===== src/rtl/comp_minmax_scan.sv =====
// Frame min/max scanner: walks a DEPTH-word frame and reports the largest and
// smallest word together with the index where each first appears.

// Unsigned n-bit magnitude comparator.
module comp_nbit #(
    parameter int n = 4
) (
    input  logic [n-1:0] a,
    input  logic [n-1:0] b,
    output logic         gt,
    output logic         eq,
    output logic         lt
);
    // Pure combinational compare of two unsigned words.
    always_comb begin
        gt = (a > b);
        eq = (a == b);
        lt = (a < b);
    end
endmodule

module comp_minmax_scan #(
    parameter  int n     = 4,
    parameter  int DEPTH = 8,
    localparam int IW    = $clog2(DEPTH)
) (
    input  logic          clk,
    input  logic          rst,
    input  logic          start,
    input  logic          din_valid,
    input  logic [n-1:0]  din,
    output logic          busy,
    output logic          done,
    output logic [n-1:0]  max_val,
    output logic [IW-1:0] max_idx,
    output logic [n-1:0]  min_val,
    output logic [IW-1:0] min_idx
);
    typedef enum logic [1:0] {S_IDLE, S_COLLECT, S_DONE} state_t;

    state_t        state;
    logic [IW-1:0] count;
    logic [n-1:0]  run_max, run_min;
    logic [IW-1:0] run_max_idx, run_min_idx;

    logic [n-1:0]  nx_max, nx_min;
    logic [IW-1:0] nx_max_idx, nx_min_idx;
    logic          max_gt, max_eq, max_lt;
    logic          min_gt, min_eq, min_lt;
    logic          last_word;

    // Only gt on the max side and lt on the min side matter; ties keep the
    // earlier index, so eq is deliberately ignored.
    logic unused_cmp;
    assign unused_cmp = ^{max_eq, max_lt, min_gt, min_eq};

    comp_nbit #(.n(n)) u_cmp_max (
        .a  (din),
        .b  (run_max),
        .gt (max_gt),
        .eq (max_eq),
        .lt (max_lt)
    );

    comp_nbit #(.n(n)) u_cmp_min (
        .a  (din),
        .b  (run_min),
        .gt (min_gt),
        .eq (min_eq),
        .lt (min_lt)
    );

    assign last_word = (count == IW'(DEPTH - 1));

    // Next running extremes if the current word is accepted; word 0 seeds both.
    always_comb begin
        nx_max     = run_max;
        nx_max_idx = run_max_idx;
        nx_min     = run_min;
        nx_min_idx = run_min_idx;
        if (count == '0) begin
            nx_max     = din;
            nx_max_idx = '0;
            nx_min     = din;
            nx_min_idx = '0;
        end else begin
            if (max_gt) begin
                nx_max     = din;
                nx_max_idx = count;
            end
            if (min_lt) begin
                nx_min     = din;
                nx_min_idx = count;
            end
        end
    end

    // Frame sequencer; result registers load only when the frame completes.
    always_ff @(posedge clk or posedge rst) begin
        if (rst) begin
            state       <= S_IDLE;
            count       <= '0;
            busy        <= 1'b0;
            done        <= 1'b0;
            run_max     <= '0;
            run_min     <= '0;
            run_max_idx <= '0;
            run_min_idx <= '0;
            max_val     <= '0;
            max_idx     <= '0;
            min_val     <= '0;
            min_idx     <= '0;
        end else begin
            done <= 1'b0;
            case (state)
                S_IDLE: begin
                    if (start) begin
                        state <= S_COLLECT;
                        count <= '0;
                        busy  <= 1'b1;
                    end
                end
                S_COLLECT: begin
                    if (din_valid) begin
                        run_max     <= nx_max;
                        run_max_idx <= nx_max_idx;
                        run_min     <= nx_min;
                        run_min_idx <= nx_min_idx;
                        if (last_word) begin
                            state   <= S_DONE;
                            count   <= '0;
                            busy    <= 1'b0;
                            done    <= 1'b1;
                            max_val <= nx_max;
                            max_idx <= nx_max_idx;
                            min_val <= nx_min;
                            min_idx <= nx_min_idx;
                        end else begin
                            count <= count + IW'(1);
                        end
                    end
                end
                S_DONE: begin
                    // Start here chains straight into the next frame.
                    if (start) begin
                        state <= S_COLLECT;
                        count <= '0;
                        busy  <= 1'b1;
                    end else begin
                        state <= S_IDLE;
                    end
                end
                default: state <= S_IDLE;
            endcase
        end
    end
endmodule

===== config.mk =====
export PLATFORM = sky130hd
export DESIGN_NAME = comp_minmax_scan
export DESIGN_NICKNAME = d
export VERILOG_FILES = /design/src/rtl/comp_minmax_scan.sv
export SDC_FILE = /design/constraint.sdc
export NUM_CORES = 1
export LEC_CHECK = 0
export CORE_MARGIN = 2
export CORE_UTILIZATION = 54
export CTS_BUF_LIST = sky130_fd_sc_hd__clkbuf_16
export CTS_CLUSTER_SIZE = 25
export DETAILED_ROUTE_END_ITERATION = 7
export HOLD_SLACK_MARGIN = 0.12
export PLACE_DENSITY_LB_ADDON = 0.08
export SLEW_MARGIN = 20
export SYNTH_ARGS = -nofsm -noshare
export SYNTH_HDL_FRONTEND = slang
export SYNTH_HIERARCHICAL = 1
export SYNTH_SLANG_ARGS = --single-unit
export TNS_END_PERCENT = 30

===== constraint.sdc =====
create_clock -name clk -period 2.15 [get_ports clk]
set_input_delay 0.215 -clock clk [delete_from_list [all_inputs] [get_ports clk]]
set_output_delay 0.215 -clock clk [all_outputs]
set_load 0.05 [all_outputs]

==> reports/metrics.cfg <==
[drt]
dr.pass1.iters=5
viasPerCell=5.543
wl_um=3888
drc=0
drtIter0Drc=60
vias=1430
ant_nets=0
drt-wirelength-per-cell_um=15.07

[global_route]
top_usage_layer=met2
met3_usage=0.03804
antenna_found_initial=0
grt_pass1_vias=1464
grt_use_total=0.2251
grtUsageMet2=0.3954
grt_overflow=0
grt_max_degree=36
met1_usage=0.2807
grt_pass1_wl_um=6955

[synthesis]
syn_area_um2=1838
syn_inst=174
synth_warnings=6
syn_nets=193
avgSynthCellArea_um2=10.56

[flow_run]
cap_violations=0

[pwr]
p_per_area_nw_per_um2=1654
finalPower_mw=3.849
leakagePower_nw=1.118
ir_worst_vdd_v=0.0009219

[sta]
setup_viol=0
hold_viol_final=0
maxSlewHeadroom=0.6615
slew_violations=0
min_period_ns=1.920
worst_pin_slew_ns=0.5062
max_freq_ghz=0.5209
rsz0062_at_grt=no
finalClockSkew_ns=0.004130
fin_crit_sh=0.8928
fin_ws_ns=0.2304

[clocking]
cts_setup_buffers=0
cts.clk_slew.worst_paths_ns=0.05
cts_root_buf=clkbuf_16
numCtsBuffers=5
postCtsHoldBufs=0
clk_latency_ns=0.27
clkSinkCount=35
cts_htree_levels=2
cts_tree=yes
cts.path.max_buffers=2
cts.repair.resized=0

[floorplanning]
die_y_um=62.34
start_util=0.5552
die_w_um=62.34
core_area_um2=3311
die_area_um2=3886
rows=21
ios=24

[placed_design]
hpwl_um=2823
pre_cts_ws_ns=-0.006987
gp_congestion=0.8499
portBuffers=23

[worst_setup_path]
crit_slowest_cell=dfrtp_1
cp-start-kind=flop
crit_type=flop to flop
slowest_delay_ns=0.40
crit_path_max_fanout=5
worst_ep_required_time_ns=2.31
worst_setup_path_end_kind=flop
path_cells=inv_1 > ha_1 > nand2_1 > o21bai_4 > and2_1 > o21ai_4 > mux2_4
cp_data_arrival_time_ns=2.08
r2r_cells=7

[cells_and_area]
drive_gt1_frac=0.1651
area_growth_pct=26.62
antenna_cells=0
nets=230

[run_status]
status=finished, final reports clean

[worst_hold_path]
hold_path.class=input port to async pin

## stage by stage
| stage | utilization | std cells | hold slack [ns] | instance area (um2) | setup TNS [ns] |
|---|---|---|---|---|---|
| finish | 0.7029 | 258 | 0.3487 | 2327 | 0 |
| global route | 0.7029 | 258 | 0.4153 | 2327 | 0 |
| CTS | 0.7029 | 258 | 0.3760 | 2327 | 0 |
| detailed placement | 0.6618 | 250 | 0.4677 | 2191 | -0.01794 |
| global placement | 0.6618 | 250 | 0.4617 | 2191 | 0 |
| floorplan | - | 174 | 0.3635 | 1838 | 0 |
## worst paths after layout
path,startpoint,to,slack [ns]
max reg2reg,run_min[3]$_DFFE_PP0P_,run_min[3]$_DFFE_PP0P_,0.23
max in group asynchronous,rst,run_min[0]$_DFFE_PP0P_,1.47
min reg2reg,busy$_DFFE_PP0P_,busy$_DFFE_PP0P_,0.48
min,rst,max_idx[2]$_DFFE_PP0P_,0.35
max,run_min[3]$_DFFE_PP0P_,run_min[3]$_DFFE_PP0P_,0.23
min in group clk,busy$_DFFE_PP0P_,busy$_DFFE_PP0P_,0.48
## metal layers
metal | wire (um) | share of wire
met1 | 1626 | 0.42
met2 | 2070 | 0.53
met3 | 126 | 0.032
met4 | 63 | 0.016
met5 | 0 | 0
## flip-flops by register name, indices dropped and copies added (netlist names), 3 cells and up
| name | cells |
|---|---|
| max_idx | 3 |
| run_max | 4 |
| count | 3 |
| run_min | 4 |
| run_max_idx | 3 |
| min_val | 4 |
| min_idx | 3 |
| max_val | 4 |
| run_min_idx | 3 |
## area by class of cell
cell class / instances / area, um2
inverter: 15 / 56.30
multi-input combinational: 117 / 865.8
fill: 279 / 983.4
sequential: 35 / 875.8
timing repair buffer: 37 / 335.3
clock buffer: 5 / 125.1
tap: 46 / 57.56
clock inverter: 3 / 11.26
## critical path, delay by kind of cell, from the launching register on
kind	cells	cell delay (ns)
adders and majority gates	1	0.29
and+or+nand+nor	2	0.27
muxes	1	0.33
buffers and inverters	1	0.07
AOI/OAI and AO/OA	2	0.43
DFF	1	0.40
## report_power, final
part           internal, mW  switching (mW)  leakage [nW]
logic                 0.872            1.17         0.609
registers             0.931           0.221         0.439
clock network         0.416           0.244        0.0701
## layout by cell type (no fill, tap or decap), types with 2 or more instances in the layout
cell type	n
nand2_1	18
nor3_1	2
inv_1	15
mux2_4	8
nand3b_1	2
o21bai_4	2
a21oi_1	12
mux2i_1	4
nand3_1	4
o22ai_1	2
clkdlybuf4s50_1	23
o21ai_0	10
nand2b_1	2
a31oi_1	8
buf_4	14
clkinv_1	3
o31ai_1	4
nor2b_4	3
dfrtp_1	35
ha_1	11
nor2_1	15
o21ai_4	2
clkbuf_16	5
a32o_1	4
(Power assumes the default switching activity.)
==> RTL edit (same flow settings) <==
Make the reset (`rst`) synchronous in one clocked block.
--- a/src/rtl/comp_minmax_scan.sv
+++ b/src/rtl/comp_minmax_scan.sv
@@ -96,7 +96,7 @@
     end
 
     // Frame sequencer; result registers load only when the frame completes.
-    always_ff @(posedge clk or posedge rst) begin
+    always_ff @(posedge clk) begin
         if (rst) begin
             state       <= S_IDLE;
             count       <= '0;
Behaviour: differs if rst is asserted again (counterexample within 4 cycles, from zero or initial values and one cycle with rst high); with rst held inactive, the same outputs for 10 cycles.
==> RTL edit against the original RTL <==
  * Area after synthesis fell by 0.54%
  * Final area decreased by 2.5%
  * Clock skew is 0.85 ps lower
  * Non-clock buffer count is 6 lower
  * Worst setup slack lost 40 ps
  * Via count rose by 4.9%
  * Count of clock-buffer cells in the layout stayed put
  * Synthesized cell count is 15% higher
  * Sequential cell count is the same
  * Routed wire length up 1.3%
  * Critical path type is now primary input to flip-flop
  * Largest cell class is now multi-input gates
Power is not compared: it rests on default switching activity, and its combinational part moved more than twofold at a synthesized area within 25%.
==> RTL edit: results (changes against the original RTL) <==
* Outcome: finished, final reports clean (unchanged)
* Clk_skew at 3.282 ps (was 4.130 ps)
* Leak pwr at 0.0008651 uW
* DRT met1 WL at 1736 um (was 1626 um)
* Via count at 1500 (was 1430)
* Met2 WL post-DR at 2014 um (was 2070 um)
* Vias in the first global route at 1555 (was 1464)
* Syn_nets at 219 (was 193)
* First-pass GRT wire length at 7224 um (was 6955 um)
* Drt pass-1 iters at 4 (was 5)
* Final cell count without fillers at 272 (was 258)
* # fillers at 284 (was 279)
* Routed WL at 3940 um (was 3888 um)
* Share of cells above drive strength 1 at 14.60% (was 16.51%)
* Delay-heaviest family, CP: simple AND/OR/NAND/NOR gates (was compound AO/OA/AOI/OAI gates)
* Gr usage total at 23.19% (was 22.51%)
* Hold crit path type: flip-flop to flip-flop (was primary input to asynchronous set/reset pin)
* Post-DP HPWL at 2738 um (was 2823 um)
* 1st-iter DRT viols at 71 (was 60)
* Dpl ws at -150.0 ps (was -6.987 ps)
* Final Net Count at 244 (was 230)
* Crit path max fanout at 9 (was 5)
* Clk_lat worst skew at 280 ps
* Clk buf depth at 2 (unchanged)
* YS warnings at 6 (unchanged)
* Crit path largest cell delay at 460 ps (was 400 ps)
* Placed instance count at 264 (was 250)
* Largest net degree at the start of global routing at 44 (was 36)
* Placer Congestion at 0.8447 (was 0.8499)
* Critical-path top delay cell: clkdlybuf4s50_1 (was dfrtp_1)
* Avg Inst Size Synth at 9.140 sq um (was 10.56 sq um)
* Worst-margin pin slew at 706.6 ps (was 506.2 ps)
-- RTL edit: final cells by class --
cell class	instances	share of cell area [%]
clock buffers	5	5.516
clock inverters	3	1.710
inverters	12	1.986
multi-input cells	140	44.57
flip-flops and latches	35	30.89
well taps	46	2.537
repair buffers	31	12.80
-- RTL edit: what timing repair did --
| item | in CTS | in global routing |
|---|---|---|
| gates resized for setup | 0 | 1 |
| hold endpoints to repair | 0 | 0 |
| setup buffers | 0 | 0 |
| setup endpoints to repair | 0 | 2 |
-- RTL edit: routing by layer --
layer,track usage (%),vias up
li1,-,748
met5,0,-
met2,39.54,24
met3,5.435,6
met4,8.333,0
met1,28.67,722
-- RTL edit: final timing paths --
| path | from | slack, ps | end | cells past startpoint |
|---|---|---|---|---|
| hold / removal | max_idx[1]$_SDFFE_PP0P_ | 460 | max_idx[1]$_SDFFE_PP0P_ | 2 |
| hold reg to reg | max_idx[1]$_SDFFE_PP0P_ | 460 | max_idx[1]$_SDFFE_PP0P_ | 2 |
| setup / recovery | din[1] | 190 | run_min_idx[1]$_SDFFE_PP0P_ | 8 |
| setup reg to reg | run_max[1]$_SDFFE_PP0P_ | 220 | run_max[3]$_SDFFE_PP0P_ | 8 |
-- RTL edit: through the flow --
stage	setup TNS, ps	instance area (sq um)
after floorplan	0	1828
after global placement	-581.3	2097
after detailed placement	-1150	2097
after CTS	0	2261
after global routing	0	2268
final	0	2268
-- RTL edit: worst register-to-register path, stage by stage (launching register included) --
cell and delay, ps:
dfxtp_1 380, inv_1 60, ha_1 290, nor2b_4 160, o21bai_4 70, a21oi_2 250
inv_1 170, a21oi_4 240, mux2i_1 230
